**src/rtl/call_ret_stack.sv**
```systemverilog
// call_ret_stack: hardware return-address stack for the call sequencer.
// A call pushes a return address, a return pops one with one cycle of
// latency. A simultaneous call and return is a tail call that replaces
// the top frame. Underflow and overflow are sticky faults that freeze the
// stack until fault_clr_i is asserted.
module call_ret_stack #(
  parameter int AW    = 8,
  parameter int DEPTH = 8,
  parameter int CW    = $clog2(DEPTH + 1)
) (
  input  logic          clk,
  input  logic          rst_n,
  input  logic          call_i,
  input  logic [AW-1:0] call_addr_i,
  input  logic          ret_i,
  output logic          ret_valid_o,
  output logic [AW-1:0] ret_addr_o,
  output logic [CW-1:0] depth_o,
  output logic          empty_o,
  output logic          full_o,
  output logic          fault_o,
  output logic [1:0]    fault_code_o,
  input  logic          fault_clr_i
);

  localparam int IW = $clog2(DEPTH);
  localparam logic [CW-1:0] DEPTH_C = CW'(DEPTH);

  typedef enum logic {
    RUN   = 1'b0,
    FAULT = 1'b1
  } state_t;

  state_t        state;
  logic [CW-1:0] depth;
  logic          empty_q;
  logic          full_q;
  logic          ret_valid_q;
  logic [AW-1:0] ret_addr_q;
  logic          fault_q;
  logic [1:0]    fault_code_q;

  logic [AW-1:0] frames [DEPTH];

  logic          in_run;
  logic          do_push;
  logic          do_pop;
  logic          do_tail;
  logic          do_pass;
  logic          do_ovf;
  logic          do_unf;
  logic          do_clr;
  logic [CW-1:0] depth_m1;
  logic [IW-1:0] top_idx;
  logic [IW-1:0] push_idx;
  logic [CW-1:0] depth_nxt;

  // Decode the requested operation and the resulting frame count.
  always_comb begin
    in_run    = (state == RUN);
    do_tail   = in_run && call_i && ret_i && !empty_q;
    do_pass   = in_run && call_i && ret_i && empty_q;
    do_push   = in_run && call_i && !ret_i && !full_q;
    do_ovf    = in_run && call_i && !ret_i && full_q;
    do_pop    = in_run && ret_i && !call_i && !empty_q;
    do_unf    = in_run && ret_i && !call_i && empty_q;
    do_clr    = (state == FAULT) && fault_clr_i;
    depth_m1  = depth - 1'b1;
    top_idx   = depth_m1[IW-1:0];
    push_idx  = depth[IW-1:0];
    depth_nxt = depth;
    if (do_push) begin
      depth_nxt = depth + 1'b1;
    end else if (do_pop) begin
      depth_nxt = depth_m1;
    end else if (do_clr) begin
      depth_nxt = '0;
    end
  end

  // Frame storage: push writes above the top, tail call rewrites the top.
  always_ff @(posedge clk) begin
    if (do_push) begin
      frames[push_idx] <= call_addr_i;
    end else if (do_tail) begin
      frames[top_idx] <= call_addr_i;
    end
  end

  // Control FSM with registered depth, flags, pop result and fault status.
  always_ff @(posedge clk or negedge rst_n) begin
    if (!rst_n) begin
      state        <= RUN;
      depth        <= '0;
      empty_q      <= 1'b1;
      full_q       <= 1'b0;
      ret_valid_q  <= 1'b0;
      ret_addr_q   <= '0;
      fault_q      <= 1'b0;
      fault_code_q <= 2'b00;
    end else begin
      depth       <= depth_nxt;
      empty_q     <= (depth_nxt == '0);
      full_q      <= (depth_nxt == DEPTH_C);
      ret_valid_q <= 1'b0;
      case (state)
        RUN: begin
          if (do_tail || do_pop) begin
            ret_addr_q  <= frames[top_idx];
            ret_valid_q <= 1'b1;
          end else if (do_pass) begin
            ret_addr_q  <= call_addr_i;
            ret_valid_q <= 1'b1;
          end else if (do_ovf) begin
            state        <= FAULT;
            fault_q      <= 1'b1;
            fault_code_q <= 2'b10;
          end else if (do_unf) begin
            state        <= FAULT;
            fault_q      <= 1'b1;
            fault_code_q <= 2'b01;
          end
        end
        FAULT: begin
          if (do_clr) begin
            state        <= RUN;
            fault_q      <= 1'b0;
            fault_code_q <= 2'b00;
          end
        end
        default: begin
          state <= RUN;
        end
      endcase
    end
  end

  assign ret_valid_o  = ret_valid_q;
  assign ret_addr_o   = ret_addr_q;
  assign depth_o      = depth;
  assign empty_o      = empty_q;
  assign full_o       = full_q;
  assign fault_o      = fault_q;
  assign fault_code_o = fault_code_q;

endmodule

```
**config.mk**
```make
export PLATFORM = sky130hd
export DESIGN_NAME = call_ret_stack
export DESIGN_NICKNAME = d
export VERILOG_FILES = /design/src/rtl/call_ret_stack.sv
export SDC_FILE = /design/constraint.sdc
export NUM_CORES = 1
export LEC_CHECK = 0
export BUFFER_PORTS_ARGS = -buffer_cell sky130_fd_sc_hd__buf_4
export CAP_MARGIN = 30
export CORE_MARGIN = 4
export CORE_UTILIZATION = 40
export DETAILED_ROUTE_END_ITERATION = 7
export SLEW_MARGIN = 20
export SYNTH_ARGS = -nofsm -noshare
export SYNTH_HDL_FRONTEND = slang
export SYNTH_SLANG_ARGS = --single-unit
```
**constraint.sdc**
```tcl
create_clock -name clk -period 3 [get_ports clk]
set_clock_uncertainty 0.05 [all_clocks]
set_input_delay 0.45 -clock clk [delete_from_list [all_inputs] [get_ports clk]]
set_output_delay 0.45 -clock clk [all_outputs]
set_load 0.02 [all_outputs]
```
==> results of run 1 <==
[registers in the layout, indices dropped and copies added (netlist names)]
register,cells
fault_o,1
frames,64
ret_addr_o,8
ret_valid_o,1
empty_o,1
state,1
fault_code_o,2
depth_o,4
full_o,1
[kinds of logic after synthesis]
| family | after synthesis | share of synthesized area |
|---|---|---|
| AO/OA/AOI/OAI | 33 | 0.0653 |
| XOR/XNOR | 3 | 0.0122 |
| adder cells (fa/ha/maj) | 2 | 0.00680 |
| buffers and inverters | 16 | 0.0258 |
| flip-flops | 83 | 0.652 |
| multiplexers | 29 | 0.134 |
| AND/OR/NAND/NOR | 58 | 0.104 |
[layout make-up]
type,count,area share
sequential,83,0.570
multi-input combinational,125,0.282
timing repair buffer,38,0.0684
tap,108,0.0321
clock buffer,10,0.0303
clock inverter,5,0.0149
inverter,2,0.00179
[timing repair]
action                                 CTS  global route
hold buffers                             1             0
endpoints found under the hold margin   18             0
gates resized for setup                  0             0
[metrics by stage]
stage / total power, mW / util
3_3_place_gp: 3.45 / 0.453
5_1_grt: 4.48 / 0.475
6_report: 4.21 / 0.475
3_5_place_dp: 3.47 / 0.453
4_1_cts: 4.26 / 0.475
2_1_floorplan: 2.93 / -
[how the worst max path moves through the flow]
stage,to,start,slack (ns)
floorplan,frames[4][0],depth_o[0],0.33
global placement,frames[5][7],depth_o[0],0.58
detailed placement,frames[3][7],depth_o[0],0.52
CTS,frames[3][6],depth_o[0],0.50
global route,frames[3][6],depth_o[0],0.31
finish,frames[3][6],depth_o[0],0.54
[layer usage]
layer | routed length (um) | GRT usage | part of all wire | up-vias
met5 | 0 | 0 | 0 | -
met4 | 87 | 0.0408 | 0.012 | 0
met3 | 404 | 0.0422 | 0.053 | 10
met2 | 3410 | 0.219 | 0.45 | 58
met1 | 3660 | 0.213 | 0.48 | 1018
li1 | - | - | - | 950
[power by group]
| group | internal (mW) | switching, mW | leakage (nW) |
|---|---|---|---|
| Sequential | 1.47 | 0.218 | 0.806 |
| Clock | 0.385 | 0.403 | 0.0890 |
| Combinational | 0.814 | 0.919 | 0.592 |
[Yosys cell counts, types with 2 or more instances]
cell	instances	area, um^2
a31oi_1	2	12.5
nor4b_4	2	47.6
nor2b_1	4	25.0
a221oi_1	10	87.6
nand3b_1	9	67.6
buf_2	7	35.0
nand2_1	8	30.0
mux2i_1	12	120
a21oi_1	4	20.0
nor2_1	18	67.6
or3b_1	2	17.5
a22o_1	2	17.5
a221o_1	2	20.0
nand2b_1	5	31.3
edfxtp_1	64	1920
o21ai_0	9	45.0
inv_1	2	7.51
clkbuf_1	2	7.51
buf_6	3	33.8
mux4_2	16	360
and3_1	2	12.5
dfrtp_1	18	450
ha_1	2	25.0
==> results.cfg, run 1 <==
[route]
drt_first_pass_iters = 4
route.antenna.remaining_nets = 0
dr_total_vias = 2036
drcViolationCount = 0
vias_per_cell = 5.49
drt-wirelength-per-cell_um = 20.4
drt_iter0_drc = 137
detail_route.wirelength_mm = 7.56

[global_route]
grt_first_pass_wirelength_mm = 12.1
antenna_found_initial = 0
grt_util_all_layers = 0.148
overflow = 0
grt_pass1_vias = 2113
maximum_number_of_pins_on_one_net_before_global_route_repair = 25

[layout]
areaGrowthSynthToFinish_pct = 14.3
most-common-layout-cells = 64 x edfxtp_1, 37 x buf_4, 18 x nor2_1, 18 x dfrtp_1, 16 x mux4_2
finalNetCount = 274
ff_latch_area_um2 = 2400
final_cell_count_no_fill = 371
final_common_cell = edfxtp_1
final_layout_size_suffix_gt1_frac = 0.293
post-route-cell-area_um2 = 4210
n_antenna_cell = 0
multiInputGateArea_um2 = 1190
fill_cells = 787

[clock_network]
clkSlewWorstSetupHoldPaths_ns = 0.08
worst_skew_pair.late_latency_ns = 0.35
total_clock_buffers_created_by_cts = 9
cts_setup_buffers = 0
clock-root-buffer = clkbuf_8
cts_buffer_depth = 2
h-tree-depth = 3
cts_sinks = 83
tritoncts = done

[pwr]
vdd_ir_drop_max_uv = 286
power.static_leakage_nw = 1.49
power-per-cell-area_nw_per_um2 = 1000

[sta]
setup_total_negative_slack_ns = 0
whs_ns = 0.293
setup_ws_post_layout_ns = 0.540
timing.final.crit_share = 0.820
finalCriticalPeriod_ns = 2.46
fmaxAchievable_mhz = 407
drv_slew = 0
final_hold_viol_count = 0
slew-limit-headroom = 0.482
worst_pin_slew_ns = 0.774
number_of_endpoints_failing_setup_at_the_final_stage = 0
rsz0062_at_grt = false

[worst_setup_path]
r2r_end = frames[3][6]
crit-reg2reg-launch = depth_o[0]
slowest_cell_delay_on_critical_path_ns = 0.60
reg2regPathDepth = 5
req_time_crit_path_ns = 2.93
critical_path_startpoint_category = flop
critPathSlowestCell = nor2_1
crit_type = flop to flop
largest_fanout_of_any_net_on_the_critical_path = 12
cp_depth = 5
setup.reg_to_reg.worst_slack_ns = 0.54
critical_path.cell_chain = buf_4 -> or3b_1 -> a21oi_1 -> nand2_1 -> nor2_1
critical-path-top-delay-family = simple AND/OR/NAND/NOR gates
timing.critical_path.buf_inv = 1
arrival_ns = 2.39
worst_setup_ep_type = flop

[die]
die_height_um = 104
design.die.area_um2 = 10800
rows = 34
floorplan.initialDensity = 0.416
chipWidth_um = 104
core_region_area_um2 = 8850
top_level_ports = 31

[synthesis]
ys_seq_elements = 83
post_synth_top_flop = edfxtp_1
synth_sequential_area_ratio = 0.652
synthArstFlopShare = 0.229
syn-mean-instance-area_um2 = 16.4
synth_edf_count = 64
ys_types = 42
synthesis.yosys.warnings = 0
syn-cell-area_um2 = 3680
syn-num-nets = 239
netlist_instances = 224

[run]
max_cap_viol_count = 0

[placement]
place_inst = 355
preCtsSetupSlack_ns = 0.518
detailed_place_hpwl_mm = 5.32
gp_congestion = 0.784
port_buffers = 30
dpl_cell_area_um2 = 4010

[worst_hold_path]
launch_point_of_the_worst_hold_path = call_addr_i[1]
min_to = frames[0][1]
min-delay-path-class = input pin to flop
min_delay_path_depth = 1

[status]
status = finished, final reports clean
(Power assumes the default switching activity.)
==> inputs of run 2 (changes only) <==
ABC_AREA = 1   (was unset)
clock period = 2.4 ns   (was 3 ns; I/O delays follow)
==> run 2 against run 1 <==
- global-route usage is 1.8 points higher
- routed wire length is 7.8% higher
- die area down 2.6%
- clock power increased by 32%
- highest routed layer unchanged
==> results.cfg, run 2 <==
[route]
detail_route.wirelength_mm = 8.15
drt_first_pass_iters = 4
drcViolationCount = 0
route.antenna.remaining_nets = 0
dr_total_vias = 2517
drt-wirelength-per-cell_um = 16.5
vias_per_cell = 5.11
drt_iter0_drc = 159

[global_route]
overflow = 0
maximum_number_of_pins_on_one_net_before_global_route_repair = 39
grt_first_pass_wirelength_mm = 12.8
antenna_found_initial = 0
grt_pass1_vias = 2463
grt_util_all_layers = 0.165

[layout]
final_common_cell = nor2_1
fill_cells = 800
fin_util = 0.479
max_flop_register = frames
largest_reg_flops = 64
final_cell_count_no_fill = 493
areaGrowthSynthToFinish_pct = 16.9
finalNetCount = 395
n_antenna_cell = 0
final_layout_size_suffix_gt1_frac = 0.179
most-common-layout-cells = 79 x nor2_1, 64 x edfxtp_1, 44 x nand2_1, 36 x buf_4, 35 x nand3_1

[die]
rows = 34
chipWidth_um = 103
floorplan.initialDensity = 0.410
design.die.area_um2 = 10500
core_region_area_um2 = 8720
die_height_um = 103
top_level_ports = 31

[synthesis]
netlist_top_cells_area = edfxtp_1 54%, dfrtp_1 13%, nor2_1 9.1%
ys_seq_elements = 83
syn-num-nets = 358
syn-mean-instance-area_um2 = 10.4
netlist_instances = 343
synthesis.yosys.warnings = 0
post_synth_top_flop = edfxtp_1
ys_types = 24
synthArstFlopShare = 0.229
syn-cell-area_um2 = 3580
synth_sequential_area_ratio = 0.671
synth_edf_count = 64
yosysTopAreaCell = edfxtp_1
ys_top_cells_by_count = 87 x nor2_1, 64 x edfxtp_1, 44 x nand2_1
synth_top_cell_area_share = 0.537
yosysMostFrequentCell = nor2_1

[worst_setup_path]
arrival_ns = 2.06
worst_setup_ep_type = flop
critPathSlowestCell = dfrtp_1
crit_path_frequent_cell = nand2_1
req_time_crit_path_ns = 2.36
critical-path-top-delay-family = simple AND/OR/NAND/NOR gates
critical_path_startpoint_category = flop
largest_fanout_of_any_net_on_the_critical_path = 8
slowest_cell_delay_on_critical_path_ns = 0.46
crit_type = flop to flop
timing.critical_path.buf_inv = 0
critical_path.cell_chain = nor3_2 -> nand2_1 -> nand2_1 -> nand2_1 -> nor2_2

[placement]
detailed_place_hpwl_mm = 5.49
port_buffers = 30
gp_congestion = 0.836
place_inst = 476

[clock_network]
tritoncts = done
clock-root-buffer = clkbuf_8
cts_setup_buffers = 0
cts_sinks = 83
clkSlewWorstSetupHoldPaths_ns = 0.09
h-tree-depth = 3
cts_buffer_depth = 2
total_clock_buffers_created_by_cts = 9
worst_skew_pair.late_latency_ns = 0.35

[sta]
slew-limit-headroom = 0.667
finalCriticalPeriod_ns = 2.10
fmaxAchievable_mhz = 476
worst_pin_slew_ns = 0.499
drv_slew = 0
final_hold_viol_count = 0
number_of_endpoints_failing_setup_at_the_final_stage = 0
whs_ns = 0.214
timing.final.crit_share = 0.876
rsz0062_at_grt = false

[run]
max_cap_viol_count = 0

[worst_hold_path]
min-delay-path-class = input pin to flop

[status]
status = finished, final reports clean

[pwr]
power-per-cell-area_nw_per_um2 = 1360
vdd_ir_drop_max_uv = 439
power.static_leakage_nw = 1.65
[run 2: metal layers]
metal  part of all wire  global-route usage
met5                  0                   0
met4             0.0096              0.0394
met3              0.049              0.0399
met2               0.49               0.276
met1               0.45               0.219
[run 2: kinds of logic (layout without fill, tap and decap cells)]
logic type / after synthesis / after routing / synth area share
and+or+nand+nor: 172 / 172 / 0.205
DFF: 83 / 83 / 0.671
AOI/OAI and AO/OA: 52 / 52 / 0.0749
buffers and inverters: 32 / 74 / 0.0371
adders and majority gates: 2 / 2 / 0.00700
xor gates and xnor gates: 2 / 2 / 0.00490
[run 2: repair_timing]
action	4_1_cts	5_1_grt
endpoints found under the setup margin	0	0
hold buffers	1	0
endpoints found under the hold margin	18	0
gates resized for setup	0	0
[run 2: cell type report]
| type | count | area (um^2) | share of cell area |
|---|---|---|---|
| inverters | 21 | 78.8 | 0.0189 |
| clock inverters | 5 | 60.1 | 0.0144 |
| multi-input cells | 228 | 1080 | 0.260 |
| well taps | 108 | 135 | 0.0323 |
| flip-flops and latches | 83 | 2400 | 0.574 |
| clock buffers | 11 | 141 | 0.0338 |
| repair buffers | 37 | 280 | 0.0670 |
[run 2: stage by stage]
| step | area, um^2 | power, mW | setup TNS [ns] | setup WS, ns |
|---|---|---|---|---|
| floorplan | 3620 | 3.86 | -0.0758 | -0.00512 |
| global placement | 3970 | 4.67 | 0 | 0.298 |
| detailed placement | 3970 | 4.71 | 0 | 0.266 |
| CTS | 4180 | 5.74 | 0 | 0.261 |
| global route | 4180 | 6.14 | 0 | 0.111 |
| finish | 4180 | 5.70 | 0 | 0.299 |
[run 2: final timing paths]
kind | from | endpoint | slack, ns | cells past startpoint
max | state | frames[2][7] | 0.30 | 5
min | call_addr_i[2] | frames[3][2] | 0.21 | 1
max reg2reg | state | frames[2][7] | 0.30 | 5
min reg2reg | fault_code_o[1] | fault_code_o[1] | 0.44 | 2
max in group asynchronous | rst_n | empty_o | 1.68 | 2
min in group asynchronous | rst_n | depth_o[2] | 0.36 | 2
[run 2: power by group]
| part | total [mW] | internal, mW | switching [mW] |
|---|---|---|---|
| logic | 2.64 | 0.891 | 1.75 |
| clock network | 1.04 | 0.516 | 0.522 |
| registers | 2.03 | 1.89 | 0.137 |
